### src/rtl/frontend_command_definition_pkg.sv
// Shared frontend command definition plus the scheduler's state type and defaults.
package frontend_command_definition_pkg;

  typedef struct packed {
    logic [3:0]  id;
    logic [27:0] addr;
  } frontend_command_t;

  typedef enum logic [1:0] {
    IDLE  = 2'd0,
    READ  = 2'd1,
    WRITE = 2'd2,
    TURN  = 2'd3
  } sched_state_t;

  localparam int SCHED_WRITE_BURST_MAX = 8;
  localparam int SCHED_TURNAROUND      = 2;
  localparam int SCHED_TURN_CNT_W      = 8;

endpackage

### src/rtl/rw_request_scheduler_turnaround_counter.sv
// Loadable down-counter that saturates at zero; used for bus timing gaps.
module turnaround_counter #(
  parameter int W = 8
) (
  input  logic         clk_i,
  input  logic         rst_ni,
  input  logic         load_i,
  input  logic [W-1:0] load_val_i,
  input  logic         dec_i,
  output logic         zero_o
);

  logic [W-1:0] cnt_q;
  logic [W-1:0] cnt_d;

  always_comb begin
    cnt_d = cnt_q;
    if (load_i) begin
      cnt_d = load_val_i;
    end else if (dec_i && (cnt_q != {W{1'b0}})) begin
      cnt_d = cnt_q - {{(W-1){1'b0}}, 1'b1};
    end else begin
      cnt_d = cnt_q;
    end
  end

  always_ff @(posedge clk_i or negedge rst_ni) begin
    if (!rst_ni) begin
      cnt_q <= {W{1'b0}};
    end else begin
      cnt_q <= cnt_d;
    end
  end

  assign zero_o = (cnt_q == {W{1'b0}});

endmodule

### src/rtl/rw_request_scheduler.sv
// Read-priority command scheduler: issues from the read and write request FIFOs into one
// registered valid/ready slot, with bounded write bursts and a direction-change gap.
module rw_request_scheduler
  import frontend_command_definition_pkg::*;
#(
  parameter int WRITE_BURST_MAX   = SCHED_WRITE_BURST_MAX,
  parameter int TURNAROUND_CYCLES = SCHED_TURNAROUND,
  parameter int BURST_CNT_W       = $clog2(WRITE_BURST_MAX + 1)
) (
  input  logic              i_clk,
  input  logic              i_rst_n,
  input  logic              i_rd_empty,
  input  frontend_command_t i_rd_data,
  output logic              o_rd_pop,
  input  logic              i_wr_empty,
  input  frontend_command_t i_wr_data,
  input  logic              i_wr_flush,
  input  logic              i_raw_pending,
  output logic              o_wr_pop,
  output logic              o_cmd_valid,
  output frontend_command_t o_cmd,
  output logic              o_cmd_is_write,
  input  logic              i_cmd_ready,
  output logic              o_write_mode
);

  localparam logic [BURST_CNT_W-1:0] BURST_MAX_C = BURST_CNT_W'(WRITE_BURST_MAX);

  sched_state_t            state_q, state_d;
  logic                    target_write_q, target_write_d;
  logic [BURST_CNT_W-1:0]  burst_cnt_q, burst_cnt_d;
  logic                    raw_lock_q, raw_lock_d;
  logic                    flush_q;
  logic                    cmd_valid_q;
  frontend_command_t       cmd_q;
  logic                    cmd_is_write_q;
  logic                    write_mode_q;

  logic can_load_s, rd_pop_s, wr_pop_s, both_empty_s;
  logic rd_go_write_s, wr_go_read_s;
  logic turn_load_s, turn_dec_s, turn_zero_s;

  assign can_load_s   = !cmd_valid_q || i_cmd_ready;
  assign both_empty_s = i_rd_empty && i_wr_empty;
  // A flush edge (not level) preempts reads, so a watermark that stays high across a
  // burst-limit return to READ does not bounce straight back to WRITE.
  assign rd_go_write_s = !i_wr_empty && ((i_wr_flush && !flush_q) || i_rd_empty);
  assign wr_go_read_s  = !i_rd_empty &&
                         (i_wr_empty || ((burst_cnt_q == BURST_MAX_C) && !raw_lock_q));

  turnaround_counter #(.W(SCHED_TURN_CNT_W)) u_turn_cnt (
    .clk_i      (i_clk),
    .rst_ni     (i_rst_n),
    .load_i     (turn_load_s),
    .load_val_i (SCHED_TURN_CNT_W'(TURNAROUND_CYCLES)),
    .dec_i      (turn_dec_s),
    .zero_o     (turn_zero_s)
  );

  always_ff @(posedge i_clk or negedge i_rst_n) begin
    if (!i_rst_n) begin
      state_q        <= IDLE;
      target_write_q <= 1'b0;
      burst_cnt_q    <= {BURST_CNT_W{1'b0}};
      raw_lock_q     <= 1'b0;
      flush_q        <= 1'b0;
      cmd_valid_q    <= 1'b0;
      cmd_q          <= '0;
      cmd_is_write_q <= 1'b0;
      write_mode_q   <= 1'b0;
    end else begin
      state_q        <= state_d;
      target_write_q <= target_write_d;
      burst_cnt_q    <= burst_cnt_d;
      raw_lock_q     <= raw_lock_d;
      flush_q        <= i_wr_flush;
      write_mode_q   <= (state_d == WRITE);
      if (rd_pop_s || wr_pop_s) begin
        cmd_valid_q    <= 1'b1;
        cmd_q          <= wr_pop_s ? i_wr_data : i_rd_data;
        cmd_is_write_q <= wr_pop_s;
      end else if (i_cmd_ready) begin
        cmd_valid_q    <= 1'b0;
      end
    end
  end

  always_comb begin
    state_d        = state_q;
    target_write_d = target_write_q;
    turn_load_s    = 1'b0;
    turn_dec_s     = 1'b0;
    case (state_q)
      IDLE: begin
        if (i_wr_flush && !i_wr_empty)  state_d = WRITE;
        else if (!i_rd_empty)           state_d = READ;
        else if (!i_wr_empty)           state_d = WRITE;
        else                            state_d = IDLE;
      end
      READ: begin
        if (rd_go_write_s) begin
          state_d        = TURN;
          target_write_d = 1'b1;
          turn_load_s    = 1'b1;
        end else if (both_empty_s) begin
          state_d = IDLE;
        end else begin
          state_d = READ;
        end
      end
      WRITE: begin
        if (wr_go_read_s) begin
          state_d        = TURN;
          target_write_d = 1'b0;
          turn_load_s    = 1'b1;
        end else if (both_empty_s) begin
          state_d = IDLE;
        end else begin
          state_d = WRITE;
        end
      end
      TURN: begin
        if (can_load_s) begin
          if (turn_zero_s) state_d = target_write_q ? WRITE : READ;
          else             turn_dec_s = 1'b1;
        end else begin
          state_d = TURN;
        end
      end
      default: state_d = IDLE;
    endcase
  end

  always_comb begin
    rd_pop_s    = can_load_s && (state_q == READ)  && !i_rd_empty && !rd_go_write_s;
    wr_pop_s    = can_load_s && (state_q == WRITE) && !i_wr_empty && !wr_go_read_s;
    burst_cnt_d = burst_cnt_q;
    raw_lock_d  = raw_lock_q;
    if (state_q != WRITE) begin
      burst_cnt_d = {BURST_CNT_W{1'b0}};
    end else if (wr_pop_s && (burst_cnt_q != BURST_MAX_C)) begin
      burst_cnt_d = burst_cnt_q + {{(BURST_CNT_W-1){1'b0}}, 1'b1};
    end else begin
      burst_cnt_d = burst_cnt_q;
    end
    if (state_d != WRITE) begin
      raw_lock_d = 1'b0;
    end else begin
      raw_lock_d = raw_lock_q || i_raw_pending;
    end
  end

  assign o_rd_pop       = rd_pop_s;
  assign o_wr_pop       = wr_pop_s;
  assign o_cmd_valid    = cmd_valid_q;
  assign o_cmd          = cmd_q;
  assign o_cmd_is_write = cmd_is_write_q;
  assign o_write_mode   = write_mode_q;

endmodule

### config.mk
export PLATFORM = sky130hd
export DESIGN_NAME = rw_request_scheduler
export DESIGN_NICKNAME = d
export VERILOG_FILES = /design/src/rtl/frontend_command_definition_pkg.sv /design/src/rtl/rw_request_scheduler_turnaround_counter.sv /design/src/rtl/rw_request_scheduler.sv
export SDC_FILE = /design/constraint.sdc
export NUM_CORES = 1
export LEC_CHECK = 0
export BUFFER_PORTS_ARGS = -buffer_cell sky130_fd_sc_hd__buf_2
export CAP_MARGIN = 0
export CORE_MARGIN = 2
export CORE_UTILIZATION = 53
export DETAILED_ROUTE_END_ITERATION = 8
export GPL_ROUTABILITY_DRIVEN = 0
export GPL_TIMING_DRIVEN = 0
export HOLD_SLACK_MARGIN = 0.12
export PLACE_DENSITY = 0.92
export REMOVE_ABC_BUFFERS = 1
export SETUP_SLACK_MARGIN = 0.05
export SLEW_MARGIN = 20
export SYNTH_ARGS = -nofsm -noshare
export SYNTH_HDL_FRONTEND = slang
export SYNTH_HIERARCHICAL = 1
export SYNTH_SLANG_ARGS = --single-unit
### constraint.sdc
create_clock -name i_clk -period 5.4 [get_ports i_clk]
set_input_delay 0.81 -clock i_clk [delete_from_list [all_inputs] [get_ports i_clk]]
set_output_delay 0.81 -clock i_clk [all_outputs]
set_load 0.01 [all_outputs]
==> flow_metrics.py, run 1 <==
metrics = {
    "power": {
        "power.leakage_nw": 1.64,
        "power.total_mw": 1.83,
        "pwr_density_cell_nw_per_um2": 523,
        "peakVddDrop_v": 0.000319,
    },
    "placed_design": {
        "detailed_place_hpwl_um": 5400,
        "pre_cts_ws_ns": 2.06,
        "io_buffers": 107,
        "placed_cells": 449,
    },
    "timing": {
        "clock.fmax_mhz": 276,
        "period_share_pct": 67.1,
        "slew_violations": 0,
        "setup_viol": 0,
        "finalHoldViolations": 0,
        "layout_setup_ws_ns": 1.77,
        "skew_ns": 0.0120,
        "rsz0062_at_grt": "false",
        "worst_pin_slew_ns": 1.01,
        "slew_headroom_pct": 32.4,
        "fin_tns_setup_ns": 0,
        "fin_crit_ns": 3.63,
    },
    "yosys": {
        "synthAdderAreaFrac_pct": 3.56,
        "synthTopCellsByArea": "dfrtp_1, mux2i_1, nand2_1",
        "synth-simple-area-share_pct": 14.1,
        "synth_edf_count": 0,
        "synth_top_cell_by_area": "dfrtp_1",
        "syn-cell-area_sq_um": 2810,
        "synth_xor_area_share_pct": 0.311,
        "synth_top_family_by_area": "compound AO/OA/AOI/OAI gates",
        "synth.top_cell.area_share_pct": 46.3,
        "synth_compound_area_share_pct": 16.3,
        "avgSynthCellArea_sq_um": 10.2,
        "ys_async_sr_fraction_pct": 100,
        "postSynthCellCount": 275,
        "synth-seq-cells": 52,
        "synth_warnings": 6,
        "synth_flop_cell": "dfrtp_1",
        "ys_types": 52,
        "muxShareOfSynthArea_pct": 12.5,
        "seq_area_frac_synth_pct": 46.3,
    },
    "routing": {
        "vias": 2586,
        "avgRoutedWirePerCell_um": 16.5,
        "drc": 0,
        "dr.pass1.iters": 4,
        "drtAntennaViolNets": 0,
        "drtIter0Drc": 169,
        "via_per_inst": 5.66,
        "wl_um": 7550,
    },
    "clock_network": {
        "cts_made_buffers": 5,
        "cts_max_path_buffers": 2,
        "tritoncts": "built",
        "clk_pin_slew_ns": 0.10,
        "cts_sinks": 52,
        "ctsResizeCount": 0,
        "hold_buffers": 0,
        "cts-root-buf": "clkbuf_8",
        "clock_latency_ns": 0.32,
        "cts-htree-levels": 2,
        "postCtsSetupBuffers": 0,
    },
    "layout": {
        "syn_to_final_growth_pct": 24.1,
        "antenna_cells": 0,
        "drive_above_1_share_pct": 32.8,
        "fin_cells": 457,
        "final_util_pct": 68.3,
        "nNetsFinal": 465,
        "fillers": 363,
    },
    "floorplan": {
        "top_level_ports": 108,
        "die_w_um": 76.9,
        "core_area_sq_um": 5110,
        "initial_utilization_pct": 55.1,
        "die_area_sq_um": 5910,
        "die_h_um": 76.9,
        "num_rows": 26,
    },
    "global_routing": {
        "grt_pass1_wl_um": 12400,
        "grt_start_max_net_pins": 68,
        "grt_pass1_vias": 2669,
        "antenna_found_initial": 0,
        "grt_use_total_pct": 26.6,
        "grt_overflow": 0,
    },
    "critical_path": {
        "cp_max_fo": 67,
        "crit_type": "register to output port",
        "cp.required_ns": 4.59,
        "critPathLaunchType": "register",
        "cp.arrival_ns": 2.82,
        "cp-end-kind": "output port",
    },
    "hold_path": {
        "hp-class": "input pin to asynchronous set/reset pin",
    },
    "status": {
        "outcome": "finished, final reports clean",
    },
    "flow_run": {
        "maxCapViolations": 0,
    },
}
==> layout make-up <==
cell class,instances,area [sq um],share of cell area [%]
Multi-Input combinational cell,199,1340,38.5
Sequential cell,52,1300,37.3
Timing Repair Buffer,111,572,16.4
Tap cell,70,87.6,2.51
Clock buffer,6,82.6,2.37
Inverter,17,63.8,1.83
Clock inverter,2,38.8,1.11
==> worst max-delay path, stage by stage, from the launching register on <==
cell and delay, ns:
dfrtp_1 0.43, inv_1 0.10, ha_1 0.35, inv_1 0.14, a2111o_1 0.43, inv_2 0.73
buf_2 0.28
==> placed cells by master, fill, tap and decap left out, types with 6 or more instances in the layout <==
master / instances
inv_1: 15
o21ai_0: 14
buf_2: 106
o21ai_1: 26
clkbuf_8: 6
dfrtp_1: 52
ha_1: 8
mux2i_1: 34
nand2_1: 37
nor2_1: 8
a21oi_1: 6
conb_1: 8
==> Yosys cell counts, drive strengths merged (2+ instances only) <==
master,number
nand2,38
a21oi,6
nor3,4
a221o,2
a211o,2
nand4,2
nor3b,4
dfrtp,52
o31ai,3
or3b,2
mux2i,34
a31oi,3
o21ai,40
nor2b,6
buf,10
conb,2
nor2,8
inv,16
o211ai,4
ha,8
clkbuf,3
or4,3
or3,2
nand3,3
==> flip-flops by register name, summed over array words and instances, names as in the netlist, 2 cells and up <==
name,cells
u_turn_cnt/cnt_q,8
state_q,2
burst_cnt_q,4
o_cmd,32
==> stage by stage <==
stage / instance area, sq um / hold WS [ns]
after floorplan: 2710 / 0.475
after global placement: 3330 / 0.501
after detailed placement: 3370 / 0.512
after CTS: 3490 / 0.531
after global routing: 3490 / 0.559
final: 3490 / 0.509
==> where the power goes <==
part	internal, mW	switching (mW)	total [mW]
registers	0.568	0.131	0.699
clock network	0.152	0.136	0.288
logic	0.359	0.480	0.839
total	1.08	0.747	1.83
==> cell families after synthesis <==
group / count (synthesis)
adder cells (fa/ha/maj): 8
AO/OA/AOI/OAI: 71
other: 2
XOR/XNOR: 1
multiplexers: 35
flip-flops: 52
buffers and inverters: 30
AND/OR/NAND/NOR: 76
==> layer usage <==
layer | up-vias | track usage (%) | part of all wire, %
met4 | 0 | 12.5 | 4.1
met1 | 1213 | 28.3 | 36
met5 | - | 0 | 0
met2 | 154 | 48.2 | 51
li1 | 1186 | - | -
met3 | 33 | 7.41 | 8.8
==> final timing paths <==
kind                                      from  slack (ns)                   to  cells past startpoint
worst min-delay path                   i_rst_n        0.51            o_cmd[24]                      1
worst min register to register  burst_cnt_q[3]        0.53       burst_cnt_q[3]                      1
min in group i_clk              burst_cnt_q[3]        0.53       burst_cnt_q[3]                      1
worst max register to register  burst_cnt_q[0]        2.20  u_turn_cnt/cnt_q[7]                      8
worst max-delay path                state_q[0]        1.77             o_wr_pop                      6
max in group asynchronous              i_rst_n        4.45       burst_cnt_q[1]                      1
Power figures use the tool's default switching activity.
==> run 2: changes to the inputs <==
--- a/config.mk
+++ b/config.mk
@@ -8,12 +8,12 @@
 export BUFFER_PORTS_ARGS = -buffer_cell sky130_fd_sc_hd__buf_2
 export CAP_MARGIN = 0
 export CORE_MARGIN = 2
-export CORE_UTILIZATION = 53
+export CORE_UTILIZATION = 44
 export DETAILED_ROUTE_END_ITERATION = 8
 export GPL_ROUTABILITY_DRIVEN = 0
 export GPL_TIMING_DRIVEN = 0
 export HOLD_SLACK_MARGIN = 0.12
-export PLACE_DENSITY = 0.92
+export PLACE_DENSITY = 0.82
 export REMOVE_ABC_BUFFERS = 1
 export SETUP_SLACK_MARGIN = 0.05
 export SLEW_MARGIN = 20
==> constraint.sdc (replaced) <==
create_clock -name i_clk -period 3.3 [get_ports i_clk]
set_input_delay 0.495 -clock i_clk [delete_from_list [all_inputs] [get_ports i_clk]]
set_output_delay 0.495 -clock i_clk [all_outputs]
set_load 0.01 [all_outputs]
==> flow_metrics.py, run 2 (synthesized netlist as in run 1, its figures left out) <==
metrics = {
    "critical_path": {
        "critPathLaunchType": "register",
        "critical-path-top-delay-family": "compound AO/OA/AOI/OAI gates",
        "path_cells": "inv_1, ha_1, inv_1, a2111oi_4, buf_4, buf_2",
        "critPathBufInv": 4,
        "cp.arrival_ns": 2.45,
        "cp_max_fo": 11,
        "critPathSlowestCell": "a2111oi_4",
        "cp_slowest_stage_delay_ns": 0.80,
        "cp.required_ns": 2.80,
        "cp-end-kind": "output port",
        "path_common_cell": "inv_1",
        "crit_type": "register to output port",
    },
    "placed_design": {
        "pre_cts_ws_ns": 0.272,
        "io_buffers": 107,
        "place_area_sq_um": 3370,
        "detailed_place_hpwl_um": 4690,
        "placed_cells": 455,
    },
    "clock_network": {
        "postCtsSetupBuffers": 0,
        "hold_buffers": 0,
        "cts_made_buffers": 5,
        "clk_pin_slew_ns": 0.10,
        "cts_sinks": 52,
        "clock_latency_ns": 0.31,
        "ctsResizeCount": 0,
        "tritoncts": "built",
        "cts-htree-levels": 2,
        "cts_max_path_buffers": 2,
        "cts-root-buf": "clkbuf_8",
    },
    "timing": {
        "clock.fmax_mhz": 339,
        "layout_setup_ws_ns": 0.353,
        "slew_headroom_pct": 42.2,
        "period_share_pct": 89.3,
        "setup_viol": 0,
        "fin_crit_ns": 2.95,
        "fin_tns_setup_ns": 0,
        "slew_violations": 0,
        "worst_pin_slew_ns": 0.868,
        "whs_ns": 0.207,
        "finalHoldViolations": 0,
        "skew_ns": 0.00934,
        "rsz0062_at_grt": "false",
    },
    "power": {
        "power.total_mw": 2.90,
        "peakVddDrop_v": 0.000505,
        "pwr_density_cell_nw_per_um2": 829,
        "power.leakage_nw": 1.64,
    },
    "layout": {
        "mostFrequentLayoutCells": "buf_2, dfrtp_1, nand2_1",
        "multi_input_area_sq_um": 1350,
        "syn_to_final_growth_pct": 24.3,
        "largest_reg_flops": 32,
        "final_common_cell": "buf_2",
        "antenna_cells": 0,
        "drive_above_1_share_pct": 32.9,
        "ff_latch_area_sq_um": 1300,
        "final_util_pct": 55.7,
        "nNetsFinal": 464,
        "fin_cells": 463,
        "fillers": 515,
        "design_area_sq_um": 3500,
    },
    "global_routing": {
        "grt_pass1_wl_um": 10900,
        "antenna_found_initial": 0,
        "grt_pass1_vias": 2493,
        "use_met3_pct": 5.34,
        "grt_use_met1_pct": 21.9,
        "grt_use_total_pct": 18.8,
        "top_usage_layer": "met2",
        "grt_overflow": 0,
        "grt_start_max_net_pins": 68,
        "globalRouteMet2Util_pct": 32.4,
    },
    "status": {
        "outcome": "finished, final reports clean",
    },
    "routing": {
        "drtAntennaViolNets": 0,
        "dr.pass1.iters": 4,
        "vias": 2440,
        "drtIter0Drc": 96,
        "avgRoutedWirePerCell_um": 13.5,
        "drc": 0,
        "via_per_inst": 5.27,
        "wl_um": 6240,
    },
    "floorplan": {
        "core_area_sq_um": 6280,
        "die_area_sq_um": 7050,
        "top_level_ports": 108,
        "num_rows": 29,
        "initial_utilization_pct": 44.8,
        "die_w_um": 84.0,
        "die_h_um": 84.0,
    },
    "hold_path": {
        "hp-class": "input pin to asynchronous set/reset pin",
    },
    "flow_run": {
        "maxCapViolations": 0,
    },
}
run 2: layer usage:
layer  vias up  share of wire [%]
li1       1183                  -
met1      1144                 41
met2        96                 49
met3        17                7.2
met4         0                3.1
met5         -                  0
run 2: layout make-up:
type / count / area share (%)
clock inverter: 2 / 1.11
multi-input combinational: 199 / 38.5
tap: 77 / 2.75
clock buffer: 6 / 2.36
sequential: 52 / 37.2
inverter: 17 / 1.90
timing repair buffer: 110 / 16.1
run 2: final timing paths:
check | start | end | slack [ns] | cells after the start
worst max-delay path | state_q[1] | o_rd_pop | 0.35 | 6
worst min-delay path | i_rst_n | o_cmd[23] | 0.21 | 1
worst max register to register | u_turn_cnt/cnt_q[0] | u_turn_cnt/cnt_q[3] | 0.51 | 8
worst min register to register | burst_cnt_q[3] | burst_cnt_q[3] | 0.52 | 1
max in group asynchronous | i_rst_n | o_cmd[8] | 2.68 | 1
min in group i_clk | i_wr_flush | flush_q | 0.31 | 1
run 2: report_power, final:
group,total (mW),internal [mW],switching (mW)
registers,1.13,0.928,0.199
logic,1.31,0.584,0.726
clock network,0.461,0.248,0.213
==> run 3: changes to the inputs <==
--- a/config.mk
+++ b/config.mk
@@ -8,7 +8,7 @@
 export BUFFER_PORTS_ARGS = -buffer_cell sky130_fd_sc_hd__buf_2
 export CAP_MARGIN = 0
 export CORE_MARGIN = 2
-export CORE_UTILIZATION = 44
+export CORE_UTILIZATION = 43
 export DETAILED_ROUTE_END_ITERATION = 8
 export GPL_ROUTABILITY_DRIVEN = 0
 export GPL_TIMING_DRIVEN = 0
@@ -19,5 +19,4 @@
 export SLEW_MARGIN = 20
 export SYNTH_ARGS = -nofsm -noshare
 export SYNTH_HDL_FRONTEND = slang
-export SYNTH_HIERARCHICAL = 1
 export SYNTH_SLANG_ARGS = --single-unit
==> flow_metrics.py, run 3 <==
metrics = {
    "layout": {
        "nNetsFinal": 441,
        "largest_reg_flops": 32,
        "syn_to_final_growth_pct": 27.5,
        "mostFrequentLayoutCells": "buf_2, dfrtp_1, nor2_1",
        "final_util_pct": 56.1,
        "drive_above_1_share_pct": 34.5,
        "final_common_cell": "buf_2",
        "antenna_cells": 0,
    },
    "routing": {
        "avgRoutedWirePerCell_um": 12.5,
        "vias": 2211,
        "wl_um": 5450,
        "drtIter0Drc": 89,
        "dr.pass1.iters": 5,
        "drc": 0,
        "drtAntennaViolNets": 0,
        "via_per_inst": 5.06,
    },
    "global_routing": {
        "grt_pass1_wl_um": 9160,
        "grt_start_max_net_pins": 53,
        "grt_use_total_pct": 17.7,
        "antenna_found_initial": 0,
        "grt_overflow": 0,
        "grt_pass1_vias": 2122,
    },
    "power": {
        "pwr_density_cell_nw_per_um2": 804,
        "power.leakage_nw": 1.59,
        "peakVddDrop_v": 0.000374,
    },
    "yosys": {
        "syn-cell-area_sq_um": 2590,
        "synth-seq-cells": 52,
        "seq_area_frac_synth_pct": 50.3,
        "avgSynthCellArea_sq_um": 10.2,
        "synth.top_cell.area_share_pct": 50.3,
        "synth_top_cell_by_area": "dfrtp_1",
        "ys_types": 40,
        "synth_edf_count": 0,
        "synth_flop_cell": "dfrtp_1",
        "yosysMostFrequentCell": "dfrtp_1",
        "synthTopCellsByArea": "dfrtp_1, mux2i_1, a21oi_1",
        "ys_async_sr_fraction_pct": 100,
        "postSynthCellCount": 255,
        "synth_common_cells": "dfrtp_1, nor2_1, a21oi_1",
        "synth_warnings": 0,
    },
    "timing": {
        "rsz0062_at_grt": "false",
        "worst_pin_slew_ns": 0.752,
        "skew_ns": 0.00880,
        "slew_violations": 0,
        "fin_tns_setup_ns": 0,
        "slew_headroom_pct": 49.6,
        "finalHoldViolations": 0,
        "clock.fmax_mhz": 326,
        "period_share_pct": 93.0,
        "fin_crit_ns": 3.07,
        "setup_viol": 0,
    },
    "critical_path": {
        "cp.arrival_ns": 2.57,
        "crit_type": "register to output port",
        "critPathBufInv": 3,
        "path_common_cell": "inv_1",
        "cp_slowest_stage_delay_ns": 0.62,
        "crit_cells": 6,
        "path_cells": "inv_1, ha_1, nor3b_1, nand2_2, inv_1, buf_2",
        "critPathSlowestCell": "nor3b_1",
        "cp.required_ns": 2.80,
        "cp-end-kind": "output port",
        "critPathLaunchType": "register",
        "r2r_cells": 7,
        "cp_max_fo": 31,
        "critical-path-top-delay-family": "simple AND/OR/NAND/NOR gates",
    },
    "floorplan": {
        "initial_utilization_pct": 44.0,
        "die_area_sq_um": 6660,
        "die_h_um": 81.6,
        "die_w_um": 81.6,
        "num_rows": 28,
        "core_area_sq_um": 5890,
        "top_level_ports": 108,
    },
    "status": {
        "outcome": "finished, final reports clean",
    },
    "clock_network": {
        "hold_buffers": 0,
        "cts-root-buf": "clkbuf_8",
        "cts_made_buffers": 5,
        "cts-htree-levels": 2,
        "cts_max_path_buffers": 2,
        "clock_latency_ns": 0.30,
        "ctsResizeCount": 0,
        "cts_sinks": 52,
        "tritoncts": "built",
        "postCtsSetupBuffers": 0,
        "clk_pin_slew_ns": 0.09,
    },
    "hold_path": {
        "hp-class": "input pin to asynchronous set/reset pin",
    },
    "flow_run": {
        "maxCapViolations": 0,
    },
    "placed_design": {
        "io_buffers": 107,
        "detailed_place_hpwl_um": 4140,
    },
}
==> run 3: cell types whose count changed after synthesis, moves of 4 or more <==
cell,delta
clkbuf_1,+4
xnor2_1,+9
o21ai_0,-7
nand2_1,-31
buf_6,-5
nor2_1,+35
o21ai_1,-26
inv_1,-4
a21oi_1,+28
==> run 3: metal layers <==
layer  global-route usage, %  wire [um]  vias up
li1                        -          -     1088
met1                    21.3       2280     1036
met2                    30.9       2720       75
met3                    5.16        361       12
met4                    4.83         85        0
met5                       0          0        -
==> run 3: final timing paths <==
check	end	from	slack (ns)
worst max-delay path	o_wr_pop	state_q[0]	0.23
worst min-delay path	burst_cnt_q[2]	i_rst_n	0.19
worst max register to register	o_cmd[20]	state_q[0]	0.73
worst min register to register	o_cmd_is_write	o_cmd_is_write	0.54
max in group asynchronous	o_cmd[21]	i_rst_n	2.65
min in group i_clk	flush_q	i_wr_flush	0.34
==> run 3: cell type report <==
class,instances,area [sq um]
inverter,11,41.3
sequential,52,1300
clock inverter,1,5.00
multi-input combinational,180,1200
fill,548,2590
clock buffer,6,72.6
tap,75,93.8
timing repair buffer,112,588
==> run 3: through the flow <==
step	area, sq um	std cells	hold WS (ns)	setup slack, ns	power, mW
after detailed placement	3220	430	0.532	0.590	2.34
after global placement	3160	425	0.524	-2.99	2.30
final	3300	437	0.190	0.231	2.65
after floorplan	2530	243	0.199	-1.49	1.89
after global routing	3300	437	0.259	0.0714	2.89
after CTS	3300	437	0.234	0.222	2.68
==> run 3: kinds of logic (layout without fill, tap and decap cells) <==
kind of cell    Yosys count  after routing  synth area share [%]
flops                    52             52                  50.3
fa+ha+maj                 8              8                  3.87
simple gates             77             77                  14.5
mux                      32             32                  12.4
buf+inv                  23            130                  3.77
xor+xnor                 10             10                  3.38
compound gates           53             53                  11.8
==> run 3: worst reg2reg max path: cells and delay by family, from the launching register on <==
kind,cells,cell delay (ns)
AO/OA/AOI/OAI,1,0.05
buffers and inverters,2,0.43
flip-flops,1,0.41
adder cells (fa/ha/maj),1,0.31
AND/OR/NAND/NOR,3,1.26
==> run 3: power by group <==
group          total (mW)  switching, mW  internal [mW]
combinational        1.23          0.658          0.576
clock               0.336          0.191          0.145
sequential           1.08          0.163          0.920
total                2.65           1.01           1.64
